===== src/rtl/load_store_unit_pkg.sv =====
// Shared definitions for the load/store unit: RV32I funct3 codes, FSM states and
// the byte-lane helpers used by both the request decoder and the load aligner.
package load_store_unit_pkg;

  localparam logic [2:0] F3_LB  = 3'b000;
  localparam logic [2:0] F3_LH  = 3'b001;
  localparam logic [2:0] F3_LW  = 3'b010;
  localparam logic [2:0] F3_LBU = 3'b100;
  localparam logic [2:0] F3_LHU = 3'b101;
  localparam logic [2:0] F3_SB  = 3'b000;
  localparam logic [2:0] F3_SH  = 3'b001;
  localparam logic [2:0] F3_SW  = 3'b010;

  typedef enum logic {
    ST_IDLE      = 1'b0,
    ST_LOAD_WAIT = 1'b1
  } lsu_state_e;

  // funct3[1:0] encodes access size for every legal code: 00 byte, 01 half, 10 word.
  function automatic logic [3:0] lane_mask(input logic [2:0] funct3, input logic [1:0] offset);
    case (funct3[1:0])
      2'b00:   lane_mask = 4'b0001 << offset;
      2'b01:   lane_mask = offset[1] ? 4'b1100 : 4'b0011;
      default: lane_mask = 4'b1111;
    endcase
  endfunction

  function automatic logic is_illegal(input logic write, input logic [2:0] funct3);
    if (write)
      is_illegal = !(funct3 inside {F3_SB, F3_SH, F3_SW});
    else
      is_illegal = !(funct3 inside {F3_LB, F3_LH, F3_LW, F3_LBU, F3_LHU});
  endfunction

  function automatic logic is_misaligned(input logic [2:0] funct3, input logic [1:0] offset);
    case (funct3[1:0])
      2'b01:   is_misaligned = offset[0];
      2'b10:   is_misaligned = (offset != 2'b00);
      default: is_misaligned = 1'b0;
    endcase
  endfunction

endpackage


===== src/rtl/load_store_unit_load_aligner.sv =====
// Combinational load extraction: picks the addressed byte/half from a memory word
// and sign- or zero-extends it according to funct3.
module load_aligner
  import load_store_unit_pkg::*;
(
  input  logic [31:0] rdata,
  input  logic [1:0]  offset,
  input  logic [2:0]  funct3,
  output logic [31:0] result
);

  logic signed [7:0]  byte_s;
  logic signed [15:0] half_s;

  always_comb begin
    byte_s = rdata[{offset, 3'b000} +: 8];
    half_s = offset[1] ? rdata[31:16] : rdata[15:0];
    result = '0;
    case (funct3)
      F3_LB:   result = 32'(byte_s);
      F3_LH:   result = 32'(half_s);
      F3_LW:   result = rdata;
      F3_LBU:  result = {24'd0, byte_s};
      F3_LHU:  result = {16'd0, half_s};
      default: result = '0;
    endcase
  end

endmodule


===== src/rtl/load_store_unit.sv =====
// Load/store unit between execute and a registered-read data memory: decodes and
// checks requests, drives byte-lane writes, and returns extended load data.
module load_store_unit
  import load_store_unit_pkg::*;
#(
  parameter int ADDR_WIDTH = 10
) (
  input  logic                  clk,
  input  logic                  reset_n,
  input  logic                  req_valid,
  output logic                  req_ready,
  input  logic                  req_write,
  input  logic [2:0]            req_funct3,
  input  logic [31:0]           req_addr,
  input  logic [31:0]           req_wdata,
  output logic                  resp_valid,
  output logic [31:0]           resp_rdata,
  output logic                  resp_misaligned,
  output logic                  resp_illegal,
  output logic                  mem_read_enable,
  output logic                  mem_write_enable,
  output logic [ADDR_WIDTH-1:0] mem_address,
  output logic [31:0]           mem_write_data,
  output logic [3:0]            mem_write_mask,
  input  logic [31:0]           mem_read_data
);

  lsu_state_e  state, state_next;
  logic        accept_p0, illegal_p0, misaligned_p0, fault_p0;
  logic [2:0]  funct3_p1;
  logic [1:0]  offset_p1;
  logic [31:0] aligned_p1;
  logic        unused_addr;

  // Addresses wrap within the memory window; upper bits are deliberately dropped.
  assign unused_addr = ^req_addr[31:ADDR_WIDTH+2];

  // Stage p0: decode the request presented in IDLE and drive the memory directly.
  always_comb begin
    req_ready        = reset_n && (state == ST_IDLE);
    accept_p0        = req_valid && req_ready;
    illegal_p0       = is_illegal(req_write, req_funct3);
    misaligned_p0    = !illegal_p0 && is_misaligned(req_funct3, req_addr[1:0]);
    fault_p0         = illegal_p0 || misaligned_p0;
    mem_read_enable  = accept_p0 && !req_write && !fault_p0;
    mem_write_enable = accept_p0 &&  req_write && !fault_p0;
    mem_address      = req_addr[ADDR_WIDTH+1:2];
    mem_write_mask   = lane_mask(req_funct3, req_addr[1:0]);
    case (req_funct3[1:0])
      2'b00:   mem_write_data = {4{req_wdata[7:0]}};
      2'b01:   mem_write_data = {2{req_wdata[15:0]}};
      default: mem_write_data = req_wdata;
    endcase
  end

  always_comb begin
    state_next = state;
    case (state)
      ST_IDLE:      if (mem_read_enable) state_next = ST_LOAD_WAIT;
      ST_LOAD_WAIT: state_next = ST_IDLE;
      default:      state_next = ST_IDLE;
    endcase
  end

  always_ff @(posedge clk) begin
    if (accept_p0) begin
      funct3_p1 <= req_funct3;
      offset_p1 <= req_addr[1:0];
    end
  end

  // Stage p1: memory word arrives; extract and extend it.
  load_aligner u_load_aligner (
    .rdata  (mem_read_data),
    .offset (offset_p1),
    .funct3 (funct3_p1),
    .result (aligned_p1)
  );

  // Stage p2: registered response. Stores and faults answer one cycle after accept.
  always_ff @(posedge clk) begin
    if (!reset_n) begin
      state           <= ST_IDLE;
      resp_valid      <= 1'b0;
      resp_misaligned <= 1'b0;
      resp_illegal    <= 1'b0;
      resp_rdata      <= '0;
    end else begin
      state           <= state_next;
      resp_valid      <= (accept_p0 && (req_write || fault_p0)) || (state == ST_LOAD_WAIT);
      resp_misaligned <= accept_p0 && misaligned_p0;
      resp_illegal    <= accept_p0 && illegal_p0;
      resp_rdata      <= (state == ST_LOAD_WAIT) ? aligned_p1 : '0;
    end
  end

endmodule


===== config.mk =====
export PLATFORM = sky130hd
export DESIGN_NAME = load_store_unit
export DESIGN_NICKNAME = d
export VERILOG_FILES = /design/src/rtl/load_store_unit_pkg.sv /design/src/rtl/load_store_unit_load_aligner.sv /design/src/rtl/load_store_unit.sv
export SDC_FILE = /design/constraint.sdc
export NUM_CORES = 1
export LEC_CHECK = 0
export CAP_MARGIN = 20
export CORE_MARGIN = 1
export CORE_UTILIZATION = 33
export CTS_CLUSTER_SIZE = 40
export DETAILED_ROUTE_END_ITERATION = 16
export GPL_ROUTABILITY_DRIVEN = 0
export GPL_TIMING_DRIVEN = 0
export PLACE_DENSITY_LB_ADDON = 0.15
export RECOVER_POWER = 100
export SYNTH_ARGS = -nofsm -noshare
export SYNTH_HDL_FRONTEND = slang
export SYNTH_SLANG_ARGS = --single-unit
export TNS_END_PERCENT = 100

===== constraint.sdc =====
create_clock -name clk -period 2.4 [get_ports clk]
set_input_delay 0.24 -clock clk [delete_from_list [all_inputs] [get_ports clk]]
set_output_delay 0.24 -clock clk [all_outputs]
set_load 0.005 [all_outputs]

==> metrics.cfg, run 1 <==
[placed_design]
dpl.hpwl_um = 6080
dpl_cell_area_mm2 = 0.00393
io_buffer_count = 156

[cells_and_area]
drive_gt1_share_pct = 15.3
final_area_mm2 = 0.00412
syn_to_final_growth_pct = 81.4
n_antenna_cell = 0
nets = 556
utilization_pct = 63.5

[die]
dieHeight_um = 85
rows = 29
start_util_pct = 35.0
die_x_um = 85
dieArea_mm2 = 0.00723
core_mm2 = 0.00649
io_pins = 187

[worst_setup_path]
crit_type = primary input to output pin
critPathMaxFanout = 10
cp-end-kind = output pin
critPathLaunchType = primary input
arrival_ns = 2.05
critPathRequiredTime_ns = 2.16

[clocking]
numCtsBuffers = 5
cts_tree = done
clockRootBuffer = clkbuf_8
clk_latency_ns = 0.29
clkTransAtPathRegs_ns = 0.07
cts_buffer_depth = 2
h-tree-depth = 2
clock_sinks = 41

[global_routing]
grtUsageTotal_pct = 21.2
grt_pass1_vias = 2633
gr-total-overflow = 0
grt_pass1_wl_um = 12300
grt_start_max_net_pins = 15
antenna_found_initial = 0

[pwr]
power.share.clock_pct = 32.0
leakage_uw = 0.00171
power_density_mw_per_mm2 = 422
sequentialPowerShare_pct = 40.6
comb_power_share_pct = 27.4
irDropWorstVdd_v = 0.000209
internal_power_uw = 1310
swShare_pct = 24.9
switchingPower_uw = 433

[synth]
synth_flop_cell = dfxtp_1
synth_nets = 386
synthTopCellsByCount = a21oi_1, nand2_1, dfxtp_1
synth_area_per_cell_um2 = 8.15
synth_top_family_by_area = compound AO/OA/AOI/OAI gates
synthXorXnorAreaFrac_pct = 0
synth-adder-area-share_pct = 2.20
synth-seq-cells = 41
synth_edf_count = 5
ys_top_cells_by_area = dfxtp_1, a21oi_1, mux2_2
synth_area_mm2 = 0.00227
synth_cell_types = 30
synthSimpleGateAreaFrac_pct = 16.6
synth.top_cell.area_share_pct = 31.7
synth.largest_area_cell = dfxtp_1
yosys_warnings = 0
synth-compound-area-share_pct = 20.9
yosysMostFrequentCell = a21oi_1
syn_inst = 279
synthMuxAreaShare_pct = 11.8
synth_seq_area_share_pct = 38.3
synthArstFlopShare_pct = 0

[route]
viasPerCell = 4.92
firstDrtPassIters = 4
met3_length_um = 627
highest_layer = met4
ant_nets = 0
routed_wl_um = 7750
dr_wl_met2_um = 3880
vias = 2595
post_drt_wl_per_cell_um = 14.7
wl_met1_um = 3110
drt_iter0_markers = 106
drc = 0

[timing]
drv_slew = 0
grt_setup_unrepaired = false
fmax_ghz = 0.438
finalSetupTns_ns = 0
final_hold_viol_count = 0
finalSetupViolCount = 0
min_period_ns = 2.29
tightest_slew_ns = 0.998
fin_crit_sh_pct = 95.2
fin_skew_ns = 0.0117
maxSlewHeadroom_pct = 32.8
hold_ws_ns = 0.343

[min_path]
hp-class = primary input to flip-flop

[flow_run]
drv_cap = 0

[status]
status = complete, no violations

==> path summary, 6_finish.rpt <==
check,startpoint,to,slack [ns],cells after the start
setup reg to reg,offset_p1[1],resp_rdata[11],0.33,5
setup / recovery,req_funct3[1],mem_write_mask[3],0.11,8
hold reg to reg,state,resp_valid,0.61,2
hold / removal,req_funct3[1],funct3_p1[1],0.34,1
==> logic make-up (layout without fill, tap and decap cells) <==
family | Yosys count | in the layout
flip-flops | 41 | 41
multiplexers | 24 | 24
AO/OA/AOI/OAI | 85 | 85
buffers and inverters | 38 | 209
AND/OR/NAND/NOR | 87 | 87
adder cells (fa/ha/maj) | 4 | 4
==> power groups by stage <==
stage	Clock [uW]	Sequential [uW]	Combinational, uW
after global routing	596	709	518
after floorplan	0	724	178
after CTS	570	708	495
final	557	707	477
after global placement	0	724	474
after detailed placement	0	724	477
==> layout make-up <==
cell class / instances / area [um^2]
Buffer: 33 / 226
Clock buffer: 5 / 68.8
Clock inverter: 3 / 43.8
Fill cell: 573 / 2370
Inverter: 5 / 22.5
Multi-Input combinational cell: 200 / 1190
Sequential cell: 41 / 871
Tap cell: 77 / 96.3
Timing Repair Buffer: 163 / 1600
==> flip-flops by register name, indices dropped and copies added (netlist names) <==
signal and flops:
state 1, resp_rdata 32, offset_p1 2, resp_illegal 1
resp_misaligned 1, resp_valid 1, funct3_p1 3
==> per-stage QoR <==
| stage | std cells | setup WS [ns] | total power [uW] |
|---|---|---|---|
| detailed placement | 512 | -0.804 | 1200 |
| global route | 527 | 0.0139 | 1820 |
| floorplan | 279 | 0.572 | 902 |
| CTS | 525 | 0.0543 | 1770 |
| finish | 527 | 0.114 | 1740 |
| global placement | 512 | -0.788 | 1200 |
==> per-layer routing <==
| metal | vias to the layer above | track usage, % |
|---|---|---|
| met5 | - | 0 |
| met4 | 0 | 5.24 |
| met3 | 12 | 6.32 |
| met2 | 122 | 38.9 |
| met1 | 1166 | 24.1 |
| li1 | 1295 | - |
==> layout by cell type (no fill, tap or decap), types with 3 or more instances in the layout <==
cell / instances
nor2_1: 27
nor4_1: 3
clkbuf_1: 9
a22oi_1: 14
buf_4: 25
nor3_1: 3
o21ai_0: 16
clkbuf_8: 6
mux2_2: 22
dlygate4sd2_1: 5
inv_1: 3
clkdlybuf4s50_1: 84
dlygate4sd3_1: 66
a21oi_1: 51
dfxtp_1: 36
edfxtp_1: 5
nand2_1: 42
nor2b_1: 4
==> critical path, cell delays in order <==
cell           delay (ns)
dlygate4sd2_1        0.25
clkbuf_8             0.15
inv_2                0.05
ha_2                 0.20
or2_2                0.30
clkbuf_4             0.19
o21ai_0              0.07
dlygate4sd3_1        0.59
==> timing repair <==
item	in CTS	in global routing
cloned	0	0
pin swaps	1	0
buffers inserted	5	2
gates resized for setup	21	2
setup endpoints to repair	22	17
hold buffers	0	0
Note: power is estimated with default switching activity, not from simulation.
==> inputs of run 2 (changes only) <==
Settings changed: CORE_ASPECT_RATIO set to 1.4, HOLD_SLACK_MARGIN set to 0.02.
==> run 2 against run 1 <==
Net effect: critical path depth down 1; setup slack worse by 0.00062 ns; clock skew down 0.0037 ns; sequential power is essentially flat; critical path type unchanged; critical endpoint is now mem_write_mask[1].
==> metrics.cfg, run 2 (same netlist as run 1, synthesis figures left out) <==
[pwr]
irDropWorstVdd_v = 0.000230  ; +10%
leakage_uw = 0.00169  ; -0.80%
power_density_mw_per_mm2 = 426  ; +0.91%
power_uw = 1770  ; +1.7%

[die]
io_pins = 187  ; unchanged
rows = 35  ; +21%
dieHeight_um = 100  ; +18%
core_mm2 = 0.00661  ; +1.8%
die_x_um = 72.2  ; -15%
start_util_pct = 34.4  ; -0.62 points
dieArea_mm2 = 0.00723  ; about the same

[cells_and_area]
largest_reg_flops = 32  ; unchanged
nets = 552  ; -0.72%
drive_gt1_share_pct = 15.5  ; +0.14 points
n_antenna_cell = 0  ; unchanged
finalNonFillerCells = 538  ; +2.1%
final_common_cell = clkdlybuf4s50_1
n_fill_cell = 585  ; +2.1%
top_regs = resp_rdata: 32 flops, funct3_p1: 3 flops, offset_p1: 2 flops
mostFrequentLayoutCells = clkdlybuf4s50_1, dlygate4sd3_1, a21oi_1, nand2_1, dfxtp_1
multi_input_area_mm2 = 0.00122  ; +2.0%
regMostFlops = resp_rdata
syn_to_final_growth_pct = 82.9
ff_latch_area_um2 = 871  ; unchanged

[route]
drc = 0  ; unchanged
viasPerCell = 4.83  ; -2.0%
ant_nets = 0  ; unchanged
routed_wl_um = 7650  ; -1.2%
vias = 2596  ; +0.039%
firstDrtPassIters = 4  ; unchanged
drt_iter0_markers = 62  ; -42%
post_drt_wl_per_cell_um = 14.2  ; -3.2%

[clocking]
cts_tree = done
clock_sinks = 41  ; unchanged
h-tree-depth = 2  ; unchanged
clk_latency_ns = 0.30  ; about the same
clkTransAtPathRegs_ns = 0.08  ; about the same
numCtsBuffers = 5  ; unchanged
ctsHoldBuffers = 0  ; unchanged
clockRootBuffer = clkbuf_8
cts_buffer_depth = 2  ; unchanged

[placed_design]
dpl.hpwl_um = 5970  ; -1.9%
io_buffer_count = 156  ; unchanged
preCtsSetupSlack_ns = -0.861  ; -0.0567 ns
place_inst = 527  ; +2.9%

[worst_setup_path]
critPathMaxFanout = 10  ; unchanged
critPathLaunchType = primary input
crit_type = primary input to output pin
cp-end-kind = output pin
r2r.worst_path.cells = 5  ; unchanged
critPathRequiredTime_ns = 2.16  ; about the same
arrival_ns = 2.05  ; about the same

[timing]
grt_setup_unrepaired = false
final_hold_viol_count = 0  ; unchanged
maxSlewHeadroom_pct = 32.7  ; -0.13 points
fin_crit_sh_pct = 95.3  ; about the same
fin_skew_ns = 0.00805  ; -0.00366 ns
finalSetupViolCount = 0  ; unchanged
fmax_ghz = 0.437  ; about the same
drv_slew = 0  ; unchanged
min_period_ns = 2.29  ; +0.000618 ns
finalSetupTns_ns = 0  ; unchanged
setup_ws_ns = 0.114  ; -0.000618 ns
tightest_slew_ns = 1.00  ; +0.00188 ns

[min_path]
hp-class = primary input to flip-flop
min_path_cells = 1  ; unchanged

[global_routing]
grt_pass1_wl_um = 11600  ; -5.9%
gr-total-overflow = 0  ; unchanged
antenna_found_initial = 0  ; unchanged
grt_pass1_vias = 2582  ; -1.9%
grt_start_max_net_pins = 13  ; -2
grtUsageTotal_pct = 20.4  ; -0.89 points

[flow_run]
drv_cap = 0  ; unchanged

[status]
status = complete, no violations

run 2: worst paths after layout:
kind	startpoint	to	slack (ns)
max	req_funct3[0]	mem_write_mask[1]	0.11
min	req_funct3[1]	funct3_p1[1]	0.19
max reg2reg	offset_p1[1]	resp_rdata[10]	0.32
min reg2reg	state	resp_valid	0.60
run 2: cell type report:
| type | count | area share (%) |
|---|---|---|
| multi-input combinational | 200 | 29.3 |
| sequential | 41 | 20.9 |
| clock buffer | 7 | 2.08 |
| tap | 92 | 2.77 |
| buffer | 33 | 5.54 |
| inverter | 5 | 0.542 |
| timing repair buffer | 159 | 38.2 |
| clock inverter | 1 | 0.722 |
run 2: through the flow:
step,cell area (um^2),utilization (%),hold WS [ns]
after floorplan,2270,-,0.319
after global placement,3950,59.7,0.597
after CTS,4160,62.9,0.345
after detailed placement,3950,59.7,0.583
after global routing,4160,62.9,0.190
final,4160,62.9,0.186
run 2: power breakdown:
| part | switching [uW] | internal, uW | total, uW |
|---|---|---|---|
| registers | 5.01 | 702 | 707 |
| clock network | 245 | 339 | 584 |
| logic | 185 | 295 | 481 |
run 2: metal layers:
metal | vias to the layer above | track usage, % | wire length [um]
li1 | 1287 | - | -
met1 | 1162 | 20.2 | 2900
met2 | 135 | 39.0 | 4010
met3 | 12 | 5.42 | 602
met4 | 0 | 7.99 | 141
met5 | - | 0 | 0
run 2: what timing repair did:
action	in CTS	in global routing
endpoints found under the hold margin	0	0
setup endpoints to repair	22	19
buffers inserted	3	0
gates resized for setup	24	5
cloned	0	0
run 2: worst max-delay path, stage by stage:
cell and delay, ns:
dlygate4sd2_1 0.29, inv_1 0.13, ha_4 0.20, or2_2 0.30
clkbuf_4 0.19, o21ai_0 0.08, dlygate4sd3_1 0.60
==> inputs of run 3 (changes only) <==
Settings changed: CORE_UTILIZATION 33 to 35, CTS_BUF_LIST set to sky130_fd_sc_hd__clkbuf_16, HOLD_SLACK_MARGIN 0.02 to 0.08.
Clock period 2.4 ns to 3 ns, I/O delays scaled along.
==> run 3 against run 2 <==
Net effect: total power decreased by 16%; setup slack got worse by 0.0038 ns; die area decreased by 5.6%; non-clock buffer count decreased by 1; global-route usage increased by 1.1 points; count of clock-buffer cells in the layout decreased by 2; critical path depth increased by 3; clock power decreased by 11%; design area about the same; register-to-register slack improved by 1.0 ns; flip-flop and latch count unchanged; core utilization increased by 3.6 points.
==> metrics.cfg, run 3 (same netlist as run 1, synthesis figures left out) <==
[global_routing]
grt_start_max_net_pins = 14  ; +1
grtUsageTotal_pct = 21.5  ; +1.1 points
grt_pass1_vias = 2647  ; +2.5%
grt_pass1_wl_um = 11800  ; +1.9%
gr-total-overflow = 0  ; unchanged
antenna_found_initial = 0  ; unchanged

[die]
dieHeight_um = 97.4  ; -2.8%
rows = 34  ; -2.9%
dieArea_mm2 = 0.00683  ; -5.6%
start_util_pct = 36.4  ; +2.0 points
io_pins = 187  ; unchanged
core_mm2 = 0.00625  ; -5.4%
die_x_um = 70.1  ; -2.8%

[cells_and_area]
utilization_pct = 66.4  ; +3.6 points
regMostFlops = resp_rdata
final_common_cell = clkdlybuf4s50_1
top_regs = resp_rdata: 32 flops, funct3_p1: 3 flops, offset_p1: 2 flops
n_antenna_cell = 0  ; unchanged
n_fill_cell = 534  ; -8.7%
nets = 551  ; -0.18%
drive_gt1_share_pct = 15.7  ; +0.26 points
largest_reg_flops = 32  ; unchanged
syn_to_final_growth_pct = 82.7  ; about the same
mostFrequentLayoutCells = clkdlybuf4s50_1, a21oi_1, nand2_1, dfxtp_1, nor2_1

[worst_setup_path]
critPathRequiredTime_ns = 2.70  ; +0.54 ns
critPathMaxFanout = 9  ; -1
cp-end-kind = output pin
timing.reg2reg.setup_slack_ns = 1.32  ; +1.00 ns
r2r.worst_path.cells = 5  ; unchanged
path_cells = clkdlybuf4s50_1, buf_6, inv_1, ha_1, clkbuf_4, nor4_4, a21oi_2, nand2_1, nor2_1, clkdlybuf4s50_1
cpMostUsedCell = clkdlybuf4s50_1
crit_path_top_delay_cell = clkdlybuf4s50_1
max_stage_delay_ns = 0.55  ; -0.05 ns
r2r_end = resp_rdata[12]
critPathLaunchType = primary input
arrival_ns = 2.59  ; +0.54 ns
r2r_start = offset_p1[1]
crit_type = primary input to output pin

[route]
ant_nets = 0  ; unchanged
met3_length_um = 682  ; +13%
viasPerCell = 5.09  ; +5.5%
highest_layer = met4
vias = 2631  ; +1.3%
wl_met1_um = 2730  ; -5.7%
post_drt_wl_per_cell_um = 15.0  ; +5.1%
routed_wl_um = 7730  ; +0.99%
dr_wl_met2_um = 4230  ; +5.4%
firstDrtPassIters = 4  ; unchanged
drt_iter0_markers = 128  ; +110%
drc = 0  ; unchanged

[status]
status = complete, no violations

[clocking]
numCtsBuffers = 5  ; unchanged
clk_latency_ns = 0.28  ; -0.02 ns
ctsHoldBuffers = 0  ; unchanged
h-tree-depth = 2  ; unchanged
cts_tree = done
clkTransAtPathRegs_ns = 0.06  ; -0.02 ns
clockRootBuffer = clkbuf_16
clock_sinks = 41  ; unchanged
cts_buffer_depth = 2  ; unchanged

[placed_design]
io_buffer_count = 156  ; unchanged
preCtsSetupSlack_ns = -0.345  ; +0.516 ns
dpl.hpwl_um = 6010  ; +0.78%

[timing]
drv_slew = 0  ; unchanged
fin_skew_ns = 0.00500  ; -0.00305 ns
setup_ws_ns = 0.110  ; -0.00379 ns
final_hold_viol_count = 0  ; unchanged
fin_crit_sh_pct = 96.3
finalSetupViolCount = 0  ; unchanged
maxSlewHeadroom_pct = 58.0  ; +25 points
fmax_ghz = 0.346
min_period_ns = 2.89
tightest_slew_ns = 0.628  ; -0.372 ns
hold_ws_ns = 0.599  ; +0.412 ns

[min_path]
min_path_cells = 3  ; +2
min-delay-start = mem_read_data[1]
worstHoldEndpoint = resp_rdata[1]
hp-class = primary input to flip-flop

[pwr]
power_density_mw_per_mm2 = 357  ; -16%
leakage_uw = 0.00158  ; -6.9%
irDropWorstVdd_v = 0.000264  ; +14%

[flow_run]
drv_cap = 0  ; unchanged

==> run 3: changes by cell type in the layout (fill, tap and decap cells not counted), moves of 3 or more <==
| cell | previous run | this run |
|---|---|---|
| dlygate4sd2_1 | 4 | 0 |
| buf_2 | 1 | 4 |
| clkbuf_16 | 0 | 5 |
| clkbuf_8 | 7 | 0 |
| clkbuf_1 | 8 | 4 |
| dlygate4sd3_1 | 69 | 0 |
| clkdlybuf4s50_1 | 82 | 156 |
==> run 3: final cells by class <==
class	count	area, um^2	share of cell area [%]
Clock buffer	5	125	3.01
Timing Repair Buffer	158	1590	38.3
Inverter	5	22.5	0.542
Sequential cell	41	871	21.0
Clock inverter	3	17.5	0.422
Tap cell	72	90.1	2.17
Buffer	33	229	5.51
Multi-Input combinational cell	200	1210	29.1
==> run 3: where the power goes <==
| group | internal (uW) | total, uW | switching (uW) |
|---|---|---|---|
| Combinational | 249 | 397 | 148 |
| Sequential | 563 | 567 | 4.81 |
| Clock | 305 | 520 | 215 |
| Total | 1120 | 1480 | 367 |
==> run 3: through the flow <==
step,total power (uW),setup TNS (ns),instances,area [um^2]
2_1_floorplan,722,0,279,2270
3_3_place_gp,958,-5.10,507,3930
3_5_place_dp,961,-6.37,507,3930
4_1_cts,1480,0,515,4080
5_1_grt,1550,-0.0163,517,4150
6_report,1480,0,517,4150
==> run 3: repair_timing <==
action | CTS | global route
gates resized for setup | 5 | 13
buffers inserted | 0 | 2
setup endpoints to repair | 22 | 21
==> run 3: how the worst max path moves through the flow <==
stage                   from                 end
4_1_cts        req_funct3[1]     mem_read_enable
3_3_place_gp   req_funct3[1]  mem_write_data[29]
2_1_floorplan  req_funct3[1]    mem_write_enable
5_1_grt        req_funct3[1]     mem_read_enable
6_report       req_funct3[1]    mem_write_enable
3_5_place_dp   req_funct3[1]  mem_write_data[29]
==> run 3: worst max-delay path: cells and delay by family <==
kind / cells / cell delay, ns
buffers and inverters: 5 / 1.47
AO/OA/AOI/OAI: 1 / 0.06
AND/OR/NAND/NOR: 3 / 0.55
adder cells (fa/ha/maj): 1 / 0.20
==> run 3: metal layers <==
metal  up-vias  track usage (%)
met5         -                0
met4         0             7.85
met3         8             5.91
met2       141             42.5
met1      1189             20.2
li1       1293                -
